$ cat config.mk
export PLATFORM = sky130hd
export DESIGN_NAME = full_adder_flat
export DESIGN_NICKNAME = d
export VERILOG_FILES = /design/src/rtl/full_adder_pkg.sv /design/src/rtl/full_adder_if.sv /design/src/rtl/full_adder_fa_bit_cell.sv /design/src/rtl/full_adder.sv /design/src/flat_wrapper.sv
export SDC_FILE = /design/constraint.sdc
export NUM_CORES = 1
export LEC_CHECK = 0
export BUFFER_PORTS_ARGS = -buffer_cell sky130_fd_sc_hd__buf_2
export CELL_PAD_IN_SITES_DETAIL_PLACEMENT = 1
export CELL_PAD_IN_SITES_GLOBAL_PLACEMENT = 1
export CORE_UTILIZATION = 32
export CTS_CLUSTER_SIZE = 40
export DETAILED_ROUTE_END_ITERATION = 6
export GPL_ROUTABILITY_DRIVEN = 0
export GPL_TIMING_DRIVEN = 0
export PLACE_DENSITY_LB_ADDON = 0.1
export SLEW_MARGIN = 40
export SYNTH_ARGS = -nofsm -noshare
export SYNTH_HDL_FRONTEND = slang
export SYNTH_HIERARCHICAL = 1
export SYNTH_SLANG_ARGS = --single-unit
$ cat constraint.sdc
create_clock -name ap_clk -period 1.5 [get_ports ap_clk]
set_input_delay 0.15 -clock ap_clk [delete_from_list [all_inputs] [get_ports ap_clk]]
set_output_delay 0.15 -clock ap_clk [all_outputs]
set_load 0.01 [all_outputs]
$ cat src/rtl/full_adder_pkg.sv
// Shared constants for the full_adder leaf block: handshake tie-offs and
// default parameter values used by the interface and the top.
package full_adder_pkg;

    // ap_idle never deasserts because the block holds no busy state
    localparam logic AP_IDLE_CONST = 1'b1;

    // Default geometry: classic 1-bit full adder with a 16-bit transaction counter
    localparam int DEFAULT_WIDTH = 1;
    localparam int DEFAULT_CNT_W = 16;

endpackage

$ cat src/rtl/full_adder_if.sv
// ap_ctrl_hs handshake, operands, results and capture-stage observation
// signals of full_adder, bundled as one interface.
interface full_adder_if
    import full_adder_pkg::*;
#(
    parameter int WIDTH = DEFAULT_WIDTH,
    parameter int CNT_W = DEFAULT_CNT_W
) ();

    logic             ap_start;
    logic             ap_done;
    logic             ap_idle;
    logic             ap_ready;
    logic [WIDTH-1:0] a;
    logic [WIDTH-1:0] b;
    logic             cin;
    logic [WIDTH-1:0] sum;
    logic             sum_ap_vld;
    logic             cout;
    logic             cout_ap_vld;
    logic [WIDTH-1:0] sum_q;
    logic             cout_q;
    logic [CNT_W-1:0] txn_count;

    // Requester side: drives the request and operands
    modport master (
        output ap_start, a, b, cin,
        input  ap_done, ap_idle, ap_ready, sum, sum_ap_vld, cout, cout_ap_vld,
               sum_q, cout_q, txn_count
    );

    // Adder side: consumes the request, produces results
    modport slave (
        input  ap_start, a, b, cin,
        output ap_done, ap_idle, ap_ready, sum, sum_ap_vld, cout, cout_ap_vld,
               sum_q, cout_q, txn_count
    );

endinterface

$ cat src/rtl/full_adder_fa_bit_cell.sv
// One-bit full adder cell; the top chains WIDTH of these into a ripple adder.
module fa_bit_cell (
    input  logic a,
    input  logic b,
    input  logic ci,
    output logic s,
    output logic co
);

    logic p;

    // Propagate term is shared by the sum and the carry-out
    assign p  = a ^ b;
    assign s  = p ^ ci;
    assign co = (a & b) | (ci & p);

endmodule

$ cat src/rtl/full_adder.sv
// Zero-latency ap_ctrl_hs ripple-carry adder with a registered capture
// stage holding the last accepted result and a transaction counter.
module full_adder
    import full_adder_pkg::*;
#(
    parameter int WIDTH = DEFAULT_WIDTH,
    parameter int CNT_W = DEFAULT_CNT_W
) (
    input  logic        ap_clk,
    input  logic        ap_rst,
    full_adder_if.slave bus
);

    logic [WIDTH:0]   carry;
    logic [WIDTH-1:0] sum_comb;

    logic [WIDTH-1:0] sum_q_reg;
    logic             cout_q_reg;
    logic [CNT_W-1:0] txn_count_reg;

    // Ripple chain: carry[gi] enters cell gi, carry[gi+1] leaves it
    assign carry[0] = bus.cin;

    generate
        for (genvar gi = 0; gi < WIDTH; gi++) begin : g_cell
            fa_bit_cell u_cell (
                .a  (bus.a[gi]),
                .b  (bus.b[gi]),
                .ci (carry[gi]),
                .s  (sum_comb[gi]),
                .co (carry[gi+1])
            );
        end
    endgenerate

    // Results are not gated by ap_start; only the qualifiers follow it
    assign bus.sum         = sum_comb;
    assign bus.cout        = carry[WIDTH];
    assign bus.sum_ap_vld  = bus.ap_start;
    assign bus.cout_ap_vld = bus.ap_start;
    assign bus.ap_done     = bus.ap_start;
    assign bus.ap_ready    = bus.ap_start;
    assign bus.ap_idle     = AP_IDLE_CONST;

    // Capture the result of every accepted request; reset beats ap_start,
    // and with ap_start low the (possibly undefined) operands are ignored
    always_ff @(posedge ap_clk) begin
        if (ap_rst) begin
            sum_q_reg     <= '0;
            cout_q_reg    <= 1'b0;
            txn_count_reg <= '0;
        end else if (bus.ap_start) begin
            sum_q_reg     <= sum_comb;
            cout_q_reg    <= carry[WIDTH];
            txn_count_reg <= txn_count_reg + CNT_W'(1);
        end
    end

    assign bus.sum_q     = sum_q_reg;
    assign bus.cout_q    = cout_q_reg;
    assign bus.txn_count = txn_count_reg;

endmodule

$ cat src/flat_wrapper.sv
// flat-port wrapper written by rule: the top's interface ports become plain ports
module full_adder_flat import full_adder_pkg::*;
#(
    parameter int WIDTH = DEFAULT_WIDTH,
    parameter int CNT_W = DEFAULT_CNT_W
)
  (ap_clk, ap_rst, bus_ap_start, bus_a, bus_b, bus_cin, bus_ap_done, bus_ap_idle, bus_ap_ready, bus_sum, bus_sum_ap_vld, bus_cout, bus_cout_ap_vld, bus_sum_q, bus_cout_q, bus_txn_count);
  full_adder_if #(.WIDTH(WIDTH), .CNT_W(CNT_W)) bus_i ();
  input  logic ap_clk;
  input  logic ap_rst;
  input wire logic [$bits(bus_i.ap_start)-1:0] bus_ap_start;
  input wire logic [$bits(bus_i.a)-1:0] bus_a;
  input wire logic [$bits(bus_i.b)-1:0] bus_b;
  input wire logic [$bits(bus_i.cin)-1:0] bus_cin;
  output wire logic [$bits(bus_i.ap_done)-1:0] bus_ap_done;
  output wire logic [$bits(bus_i.ap_idle)-1:0] bus_ap_idle;
  output wire logic [$bits(bus_i.ap_ready)-1:0] bus_ap_ready;
  output wire logic [$bits(bus_i.sum)-1:0] bus_sum;
  output wire logic [$bits(bus_i.sum_ap_vld)-1:0] bus_sum_ap_vld;
  output wire logic [$bits(bus_i.cout)-1:0] bus_cout;
  output wire logic [$bits(bus_i.cout_ap_vld)-1:0] bus_cout_ap_vld;
  output wire logic [$bits(bus_i.sum_q)-1:0] bus_sum_q;
  output wire logic [$bits(bus_i.cout_q)-1:0] bus_cout_q;
  output wire logic [$bits(bus_i.txn_count)-1:0] bus_txn_count;
  assign bus_i.ap_start = bus_ap_start;
  assign bus_i.a = bus_a;
  assign bus_i.b = bus_b;
  assign bus_i.cin = bus_cin;
  assign bus_ap_done = bus_i.ap_done;
  assign bus_ap_idle = bus_i.ap_idle;
  assign bus_ap_ready = bus_i.ap_ready;
  assign bus_sum = bus_i.sum;
  assign bus_sum_ap_vld = bus_i.sum_ap_vld;
  assign bus_cout = bus_i.cout;
  assign bus_cout_ap_vld = bus_i.cout_ap_vld;
  assign bus_sum_q = bus_i.sum_q;
  assign bus_cout_q = bus_i.cout_q;
  assign bus_txn_count = bus_i.txn_count;
  full_adder #(.WIDTH(WIDTH), .CNT_W(CNT_W)) u_core (.ap_clk(ap_clk), .ap_rst(ap_rst), .bus(bus_i));
endmodule
==> results of run 1 <==
==> critical path: cells and delay by family (launching register included) <==
kind / cells / cell delay [ns]
DFF: 1 / 0.38
muxes: 1 / 0.35
and+or+nand+nor: 3 / 0.67
==> where the power goes <==
part | total (W) | switching (W) | internal [W]
Combinational | 0.0000957 | 0.0000499 | 0.0000458
Clock | 0.000309 | 0.000161 | 0.000148
Sequential | 0.000491 | 0.0000113 | 0.000480
Total | 0.000896 | 0.000222 | 0.000674
==> per-layer routing <==
| metal | track usage | vias to the layer above | wire length, µm | share of wire |
|---|---|---|---|---|
| li1 | - | 394 | - | - |
| met1 | 0.184 | 397 | 943 | 0.42 |
| met2 | 0.295 | 18 | 1180 | 0.53 |
| met3 | 0.0574 | 2 | 91 | 0.041 |
| met4 | 0.0500 | 0 | 19 | 0.0085 |
| met5 | 0 | - | 0 | 0 |
==> cells by family (layout without fill, tap and decap cells) <==
group / count (synthesis) / after routing / synth area share
flops: 18 / 18 / 0.402
xor+xnor: 10 / 10 / 0.0976
mux: 5 / 5 / 0.0586
buf+inv: 11 / 48 / 0.0711
simple gates: 44 / 44 / 0.289
compound gates: 6 / 6 / 0.0418
fa+ha+maj: 2 / 2 / 0.0363
other cells: 1 / 1 / 0.00418
==> synthesized netlist by cell type (2+ instances only) <==
master	n
nor3_1	3
nand4_4	2
xor2_1	4
nand2_1	6
dfxtp_1	18
inv_1	2
nor4_1	3
a21oi_1	3
nor2_1	18
clkbuf_1	2
mux2_2	2
nand3_1	3
mux2i_1	3
buf_4	6
xnor2_1	6
==> layout make-up <==
type                    instances  area, µm²
flip-flops and latches         18        390
fillers                       320       1330
repair buffers                 33        178
inverters                       2       7.51
well taps                      30       37.5
multi-input cells              68        522
clock buffers                   4       36.3
plain buffers                   9       63.8
==> timing repair <==
action / in CTS / in global routing
resized for setup: 13 / 9
endpoints found under the setup margin: 4 / 5
hold endpoints to repair: 0 / 0
pin swaps: 3 / 1
setup buffers: 4 / 1
==> path summary, 6_finish.rpt <==
kind / endpoint / slack [ns]
max: u_core/bus.txn_count[14]$_SDFFE_PP0P_ / 0.003
max reg2reg: u_core/bus.txn_count[14]$_SDFFE_PP0P_ / 0.003
min: u_core/bus.cout_q$_SDFFE_PP0P_ / 0.21
min reg2reg: u_core/bus.cout_q$_SDFFE_PP0P_ / 0.50
==> stage by stage <==
stage | std cells | TNS (ns) | power (W)
floorplan | 97 | 0 | 0.000571
detailed placement | 155 | -0.448 | 0.000607
global placement | 155 | -0.309 | 0.000604
finish | 164 | 0 | 0.000896
global route | 164 | -0.296 | 0.000944
CTS | 163 | -0.0173 | 0.000913
==> summary.md, run 1 <==
| Metric | Value |
|---|---|
| Hold_sp | bus_ap_start |
| Share of cells above drive strength 1 | 0.522 |
| Final setup vio count | 0 |
| Crit-path cells | nand4_4 > or2_4 > nor4_4 > mux2_2 |
| Slowest cell on the critical path | dfxtp_4 |
| Most common cell after layout, fill and taps aside | buf_2 |
| Number of global-route vias before repair | 785 |
| Fin Hold WS | 0.209 ns |
| R2R depth | 4 |
| Async SR Flop Fraction | 0 |
| Placed Area | between 1000 and 1500 µm² |
| Port Buffers | 28 |
| DR vias/cell | 4.95 |
| Place WS | -0.175 ns |
| Required @ worst endpoint | approximately 1.7 ns |
| Synth area leader | dfxtp_1 |
| Peak Freq | 0.668 GHz |
| Clock skew | 0.00824 ns |
| Die Y-Extent | 54.9 µm |
| Final instance area | around 1200 µm² |
| Status | completed |
| First-pass detailed-route iteration total | 2 |
| HP Class | primary input to register |
| Clock Sinks | 18 |
| First-pass GRT wire length | ~3400 µm |
| Cell variety after synth | 31 |
| #FFs+latches synth | 18 |
| Root Buffer | clkbuf_4 |
| Post-DP HPWL | 1540 µm |
| Leak Pwr | 0.578 nW |
| Final min period | 1.50 ns |
| Die area | 3020 µm² |
| CTS buffer count | 3 |
| RSZ-0062 raised after global routing | true |
| Final core occ | 0.481 |
| Core area | 2570 µm² |
| Post-synthesis cell area | around 900 µm² |
| Area Overhead vs Synth | 37.7% |
| FP Rows | 18 |
| Initial antenna violation count | 0 |
| Max Cap Viol | 0 |
| CP Launch Type | register |
| Hold path depth | 3 |
| CP endpoint kind | register |
| Synthesized area per cell | 9.25 µm² |
| Ys Warns | 6 |
| Residual DRC count | 0 |
| EDFF count, synth | 0 |
| Primary flip-flop cell chosen by synthesis mapping | dfxtp_1 |
| H-tree depth | 1 |
| IO Pins | 31 |
| Highest cell delay on the worst timing path | between 0.3 and 0.4 ns |
| Number of flip-flops in the largest register | 16 |
| Most frequent cells in the layout | buf_2, nor2_1, buf_4 |
| Layout net count | about 140 |
| Max Slew Vio Count | 0 |
| Grt total ovfl | 0 |
| Post-CTS Hold Fix Bufs | 0 |
| CTS tree | built |
| Clock latency on the worst-skew pair | 0.30 ns |
| Initial drt markers | 1 |
| Vias | 811 |
| PwrDens | between 700 and 800 nW/µm² |
| Wire length per cell | 13.6 µm |
| Area contributors post-synth | dfxtp_1, nor2_1, xnor2_1, buf_4, nand4_4 |
| Worst Setup SP | u_core/bus.txn_count[7]$_SDFFE_PP0P_ |
| WP data arrival | 1.69 ns |
| IR drop worst, VDD | 0.000479 V |
| Final worst path period share | 0.998 |
| Mapped Cells | 97 |
| Antenna Cells | 0 |
| Seq/Total Area, Yosys | 0.402 |
| Setup WS post-layout | 0.00268 ns |
| Largest net degree at the start of global routing | 11 |
| Net count after synthesis | 105 |
| WS Path Type | register to register |
| Initial Utilization | 0.349 |
| Reg2reg start | u_core/bus.txn_count[7]$_SDFFE_PP0P_ |
| Final Hold Vio Count | 0 |
| Max clock buf depth | 2 |
| CP max FO | 4 |
| Die width | approximately 55 µm |
| Share of the synthesized area in the top cell type | 0.402 |
| Gr usage total | 0.166 |
| Routed WL | 2230 µm |
| Clock Pin Slew Worst Setup and Hold Paths | 0.11 ns |
| Routed Antenna Nets | 0 |
Note: power is estimated with default switching activity, not from simulation.
==> run 2, diff against run 1 <==
--- a/config.mk
+++ b/config.mk
@@ -8,12 +8,12 @@
 export BUFFER_PORTS_ARGS = -buffer_cell sky130_fd_sc_hd__buf_2
 export CELL_PAD_IN_SITES_DETAIL_PLACEMENT = 1
 export CELL_PAD_IN_SITES_GLOBAL_PLACEMENT = 1
-export CORE_UTILIZATION = 32
+export CORE_UTILIZATION = 35
 export CTS_CLUSTER_SIZE = 40
 export DETAILED_ROUTE_END_ITERATION = 6
 export GPL_ROUTABILITY_DRIVEN = 0
 export GPL_TIMING_DRIVEN = 0
-export PLACE_DENSITY_LB_ADDON = 0.1
+export PLACE_DENSITY = 0.81
 export SLEW_MARGIN = 40
 export SYNTH_ARGS = -nofsm -noshare
 export SYNTH_HDL_FRONTEND = slang
==> constraint.sdc (replaced) <==
create_clock -name ap_clk -period 1.7 [get_ports ap_clk]
set_input_delay 0.17 -clock ap_clk [delete_from_list [all_inputs] [get_ports ap_clk]]
set_output_delay 0.17 -clock ap_clk [all_outputs]
set_load 0.01 [all_outputs]
==> summary.md, run 2 (same netlist as run 1, synthesis figures left out) <==
| Metric | Value |
|---|---|
| Wire length per cell | 13.1 µm |
| IR drop worst, VDD | between 0.0005 and 0.0006 V |
| Combinational share of power | 0.113 |
| Seq pwr share | 0.595 |
| Max clock buf depth | 2 |
| Root Buffer | clkbuf_4 |
| Residual DRC count | 0 |
| Antenna Cells | 0 |
| Internal power | 0.000554 W |
| Vias | 766 |
| Leak Pwr | 0.500 nW |
| Psw | 0.000187 W |
| WS Path Type | register to register |
| IO Pins | 31 |
| Clock Sinks | 18 |
| Peak Freq | ~0.63 GHz |
| Initial antenna violation count | 0 |
| CTS buffer count | 3 |
| Most common cell after layout, fill and taps aside | buf_2 |
| Die area | 2770 µm² |
| CP Launch Type | register |
| R2R depth | 4 |
| Grt total ovfl | 0 |
| Largest net degree at the start of global routing | 11 |
| Max Cap Viol | 0 |
| Gr usage total | 0.172 |
| Clock skew | between 0.005 and 0.006 ns |
| Hold path depth | 3 |
| Core area | approximately 2300 µm² |
| Die width | roughly 53 µm |
| M2 GR Usage | 0.274 |
| Clock latency on the worst-skew pair | approximately 0.30 ns |
| Status | completed |
| Initial Utilization | 0.387 |
| GR Util met3 | 0.0609 |
| Switching share of total power | 0.253 |
| CP max FO | 7 |
| CP endpoint kind | register |
| Die Y-Extent | around 53 µm |
| First-pass GRT wire length | roughly 3300 µm |
| Number of global-route vias before repair | 740 |
| FP Rows | 17 |
| Grt peak-use layer | met2 |
| Area Overhead vs Synth | 25.1% |
| CTS tree | built |
| Required @ worst endpoint | between 1.5 and 2 ns |
| Max Slew Vio Count | 0 |
| Routed WL | approximately 2000 µm |
| Final core occ | 0.484 |
| Final worst path period share | 0.932 |
| Final instance area | 1120 µm² |
| Fin Hold WS | 0.225 ns |
| Clock Pin Slew Worst Setup and Hold Paths | 0.10 ns |
| Number of flip-flops in the largest register | 16 |
| WP data arrival | around 1.8 ns |
| RSZ-0062 raised after global routing | false |
| Placed Area | roughly 1100 µm² |
| Most frequent cells in the layout | buf_2, nor2_1, dfxtp_1 |
| HP Class | primary input to register |
| Clock share of power | 0.291 |
| H-tree depth | 1 |
| Final setup vio count | 0 |
| DR vias/cell | 4.91 |
| Port Buffers | 28 |
| Post-DP HPWL | 1500 µm |
| GR Util met1 | 0.205 |
| Setup TNS | 0 ns |
| First-pass detailed-route iteration total | 2 |
| Layout net count | 138 |
| Initial drt markers | 6 |
| Routed Antenna Nets | 0 |
| Final Hold Vio Count | 0 |
| Final min period | 1.58 ns |
| Share of cells above drive strength 1 | 0.422 |
| PwrDens | 661 nW/µm² |
==> run 2: cell count changes in the layout (fill, tap and decap cells not counted), moves of 2 or more <==
cell	before	now
buf_4	11	6
dfxtp_4	6	0
nor4_4	3	1
nor4_2	0	2
dfxtp_1	6	12
==> run 2: path summary, 6_finish.rpt <==
kind | end | slack, ns | from
max | u_core/bus.txn_count[14]$_SDFFE_PP0P_ | 0.12 | u_core/bus.txn_count[5]$_SDFFE_PP0P_
min | u_core/bus.txn_count[1]$_SDFFE_PP0P_ | 0.22 | bus_ap_start
min reg2reg | u_core/bus.sum_q$_SDFFE_PP0P_ | 0.52 | u_core/bus.sum_q$_SDFFE_PP0P_
max reg2reg | u_core/bus.txn_count[14]$_SDFFE_PP0P_ | 0.12 | u_core/bus.txn_count[5]$_SDFFE_PP0P_
==> run 2: layer usage <==
layer | part of all wire | vias up
li1 | - | 382
met3 | 0.043 | 4
met4 | 0.015 | 0
met2 | 0.49 | 19
met5 | 0 | -
met1 | 0.45 | 361
==> run 2: repair_timing <==
item,4_1_cts,5_1_grt
buffers inserted,0,0
pin swaps,0,1
endpoints found under the setup margin,2,3
hold buffers,0,0
resized for setup,2,9
==> run 2: through the flow <==
step | std cells | setup WS (ns) | total power, W
detailed placement | 153 | -0.0244 | 0.000535
global route | 156 | 0.00783 | 0.000782
floorplan | 97 | 0.0667 | 0.000503
global placement | 153 | -0.0132 | 0.000531
CTS | 156 | 0.00615 | 0.000752
finish | 156 | 0.116 | 0.000741
==> run 2: cell type report <==
class,count,area (µm²)
Sequential cell,18,368
Timing Repair Buffer,28,140
Inverter,2,7.51
Buffer,9,57.6
Multi-Input combinational cell,68,492
Clock buffer,3,22.5
Tap cell,28,35.0
Fill cell,296,1200
==> run 2: power groups by stage <==
stage,logic [W],registers (W),clock network (W)
after global routing,0.0000933,0.000443,0.000246
after detailed placement,0.0000852,0.000450,0
after floorplan,0.0000493,0.000454,0
after global placement,0.0000817,0.000450,0
final,0.0000841,0.000441,0.000216
after CTS,0.0000858,0.000440,0.000226
==> run 2: worst max-delay path, cell delays in order, from the launching register on <==
cell and delay, ns:
dfxtp_2 0.42, nand4_4 0.15, or2_1 0.31, nor4_2 0.24, mux2_2 0.36
==> run 3, diff against run 2 <==
--- a/config.mk
+++ b/config.mk
@@ -14,6 +14,7 @@
 export GPL_ROUTABILITY_DRIVEN = 0
 export GPL_TIMING_DRIVEN = 0
 export PLACE_DENSITY = 0.81
+export REMOVE_ABC_BUFFERS = 1
 export SLEW_MARGIN = 40
 export SYNTH_ARGS = -nofsm -noshare
 export SYNTH_HDL_FRONTEND = slang
==> summary.md, run 3 (same netlist as run 1, synthesis figures left out) <==
| Metric | Value |
|---|---|
| R2R depth | 4 |
| DR vias/cell | 5.20 |
| Final instance area | around 1100 µm² |
| First-pass GRT wire length | 3400 µm |
| Port Buffers | 29 |
| Max clock buf depth | 2 |
| Root Buffer | clkbuf_4 |
| Required @ worst endpoint | 1.89 ns |
| H-tree depth | 1 |
| Initial antenna violation count | 0 |
| Clock latency on the worst-skew pair | 0.29 ns |
| Max Cap Viol | 0 |
| Wire length per cell | 15.0 µm |
| Hold path depth | 2 |
| Number of flip-flops in the largest register | 16 |
| Final Hold Vio Count | 0 |
| Seq pwr share | 0.605 |
| Multi-input gate area | 524 µm² |
| WS Path Type | register to register |
| WP data arrival | ~1.9 ns |
| Worst Hold End | u_core/bus.txn_count[6]$_SDFFE_PP0P_ |
| Psw | 0.000183 W |
| HP Class | primary input to register |
| Switching share of total power | 0.252 |
| IR drop worst, VDD | ~0.00040 V |
| Setup TNS | 0 ns |
| Area Overhead vs Synth | 23.6% |
| Initial Utilization | 0.387 |
| Hold_sp | ap_rst |
| CP endpoint kind | register |
| Most frequent cells in the layout | buf_2, nor2_1, dfxtp_1 |
| Combinational share of power | 0.102 |
| Final setup vio count | 0 |
| Post-DP HPWL | approximately 1500 µm |
| Sequential cell area | 374 µm² |
| Placed Area | 1020 µm² |
| Share of cells above drive strength 1 | 0.433 |
| CP Launch Type | register |
| Number of global-route vias before repair | 792 |
| Max Slew Vio Count | 0 |
| R2R Path End | u_core/bus.txn_count[15]$_SDFFE_PP0P_ |
| Most common cell after layout, fill and taps aside | buf_2 |
| Initial drt markers | 6 |
| CTS buffer count | 3 |
| CTS tree | built |
| DP Cell Count | 145 |
| Status | completed |
| Internal power | 0.000541 W |
| Antenna Cells | 0 |
| IO Pins | 31 |
| PwrDens | 653 nW/µm² |
| Flop2flop setup slack | 0.04 ns |
| Post-CTS Hold Fix Bufs | 0 |
| FP Rows | 17 |
| Peak Freq | roughly 0.6 GHz |
| Largest net degree at the start of global routing | 22 |
| Finished Layout Cells | 148 |
| Clock Sinks | 18 |
| Vias | 770 |
| Gr usage total | 0.174 |
| Clock share of power | 0.293 |
| First-pass detailed-route iteration total | 4 |
| Leak Pwr | roughly 0.53 nW |
| Die width | around 53 µm |
| Die area | 2770 µm² |
| Clock skew | about 0.0030 ns |
| Fill cells | 291 |
| Grt total ovfl | 0 |
| CP max FO | 5 |
| Final min period | about 1.7 ns |
| Residual DRC count | 0 |
| Power, Total | about 0.00072 W |
| Die Y-Extent | 52.6 µm |
| Reg2reg start | u_core/bus.txn_count[7]$_SDFFE_PP0P_ |
| Layout net count | 130 |
| Clock Pin Slew Worst Setup and Hold Paths | 0.10 ns |
| Routed Antenna Nets | 0 |
| Final worst path period share | 0.979 |
| Routed WL | around 2200 µm |
| Core area | 2320 µm² |
==> run 3: worst max-delay path by stage <==
| stage | startpoint | cells past startpoint | slack (ns) | endpoint |
|---|---|---|---|---|
| after floorplan | u_core/bus.txn_count[5]$_SDFFE_PP0P_ | 4 | 0.07 | u_core/bus.txn_count[15]$_SDFFE_PP0P_ |
| after global placement | u_core/bus.txn_count[5]$_SDFFE_PP0P_ | 4 | -0.02 | u_core/bus.txn_count[15]$_SDFFE_PP0P_ |
| after detailed placement | u_core/bus.txn_count[5]$_SDFFE_PP0P_ | 4 | -0.12 | u_core/bus.txn_count[15]$_SDFFE_PP0P_ |
| after CTS | u_core/bus.txn_count[7]$_SDFFE_PP0P_ | 4 | 0.002 | u_core/bus.txn_count[15]$_SDFFE_PP0P_ |
| after global routing | u_core/bus.txn_count[7]$_SDFFE_PP0P_ | 4 | -0.02 | u_core/bus.txn_count[15]$_SDFFE_PP0P_ |
| final | u_core/bus.txn_count[7]$_SDFFE_PP0P_ | 4 | 0.04 | u_core/bus.txn_count[15]$_SDFFE_PP0P_ |
==> run 3: cell type report <==
class	count	share of cell area
tap	28	0.0316
clock buffer	3	0.0203
multi-input combinational	68	0.473
timing repair buffer	29	0.131
sequential	18	0.337
inverter	2	0.00677
==> run 3: repair_timing <==
item | CTS | global route
setup buffers | 0 | 0
resized for setup | 6 | 12
endpoints found under the setup margin | 4 | 4
cloned | 0 | 0
hold endpoints to repair | 0 | 0
pin swaps | 0 | 1
==> run 3: critical path: stages (launching register included) <==
cell	delay, ns
dfxtp_2	0.40
nand4_4	0.18
or2_4	0.32
nor4b_4	0.30
mux2_2	0.36
==> run 3: per-layer routing <==
metal	vias up	part of all wire	track usage
met5	-	0	0
met4	0	0.022	0.110
met3	6	0.044	0.0377
met2	25	0.55	0.325
met1	372	0.39	0.170
li1	367	-	-
==> run 3: power groups by stage <==
stage | combinational (W) | sequential [W] | clock (W)
after floorplan | 0.0000278 | 0.000454 | 0
after global placement | 0.0000713 | 0.000449 | 0
after detailed placement | 0.0000750 | 0.000450 | 0
after global routing | 0.0000816 | 0.000440 | 0.000246
final | 0.0000739 | 0.000438 | 0.000212
after CTS | 0.0000753 | 0.000441 | 0.000219
==> run 3: stage by stage <==
stage,hold WS (ns),utilization,setup WS (ns)
after global placement,0.472,0.440,-0.0163
after floorplan,0.239,-,0.0667
after detailed placement,0.489,0.440,-0.119
after CTS,0.262,0.460,0.00151
after global routing,0.258,0.478,-0.0161
final,0.260,0.478,0.0362
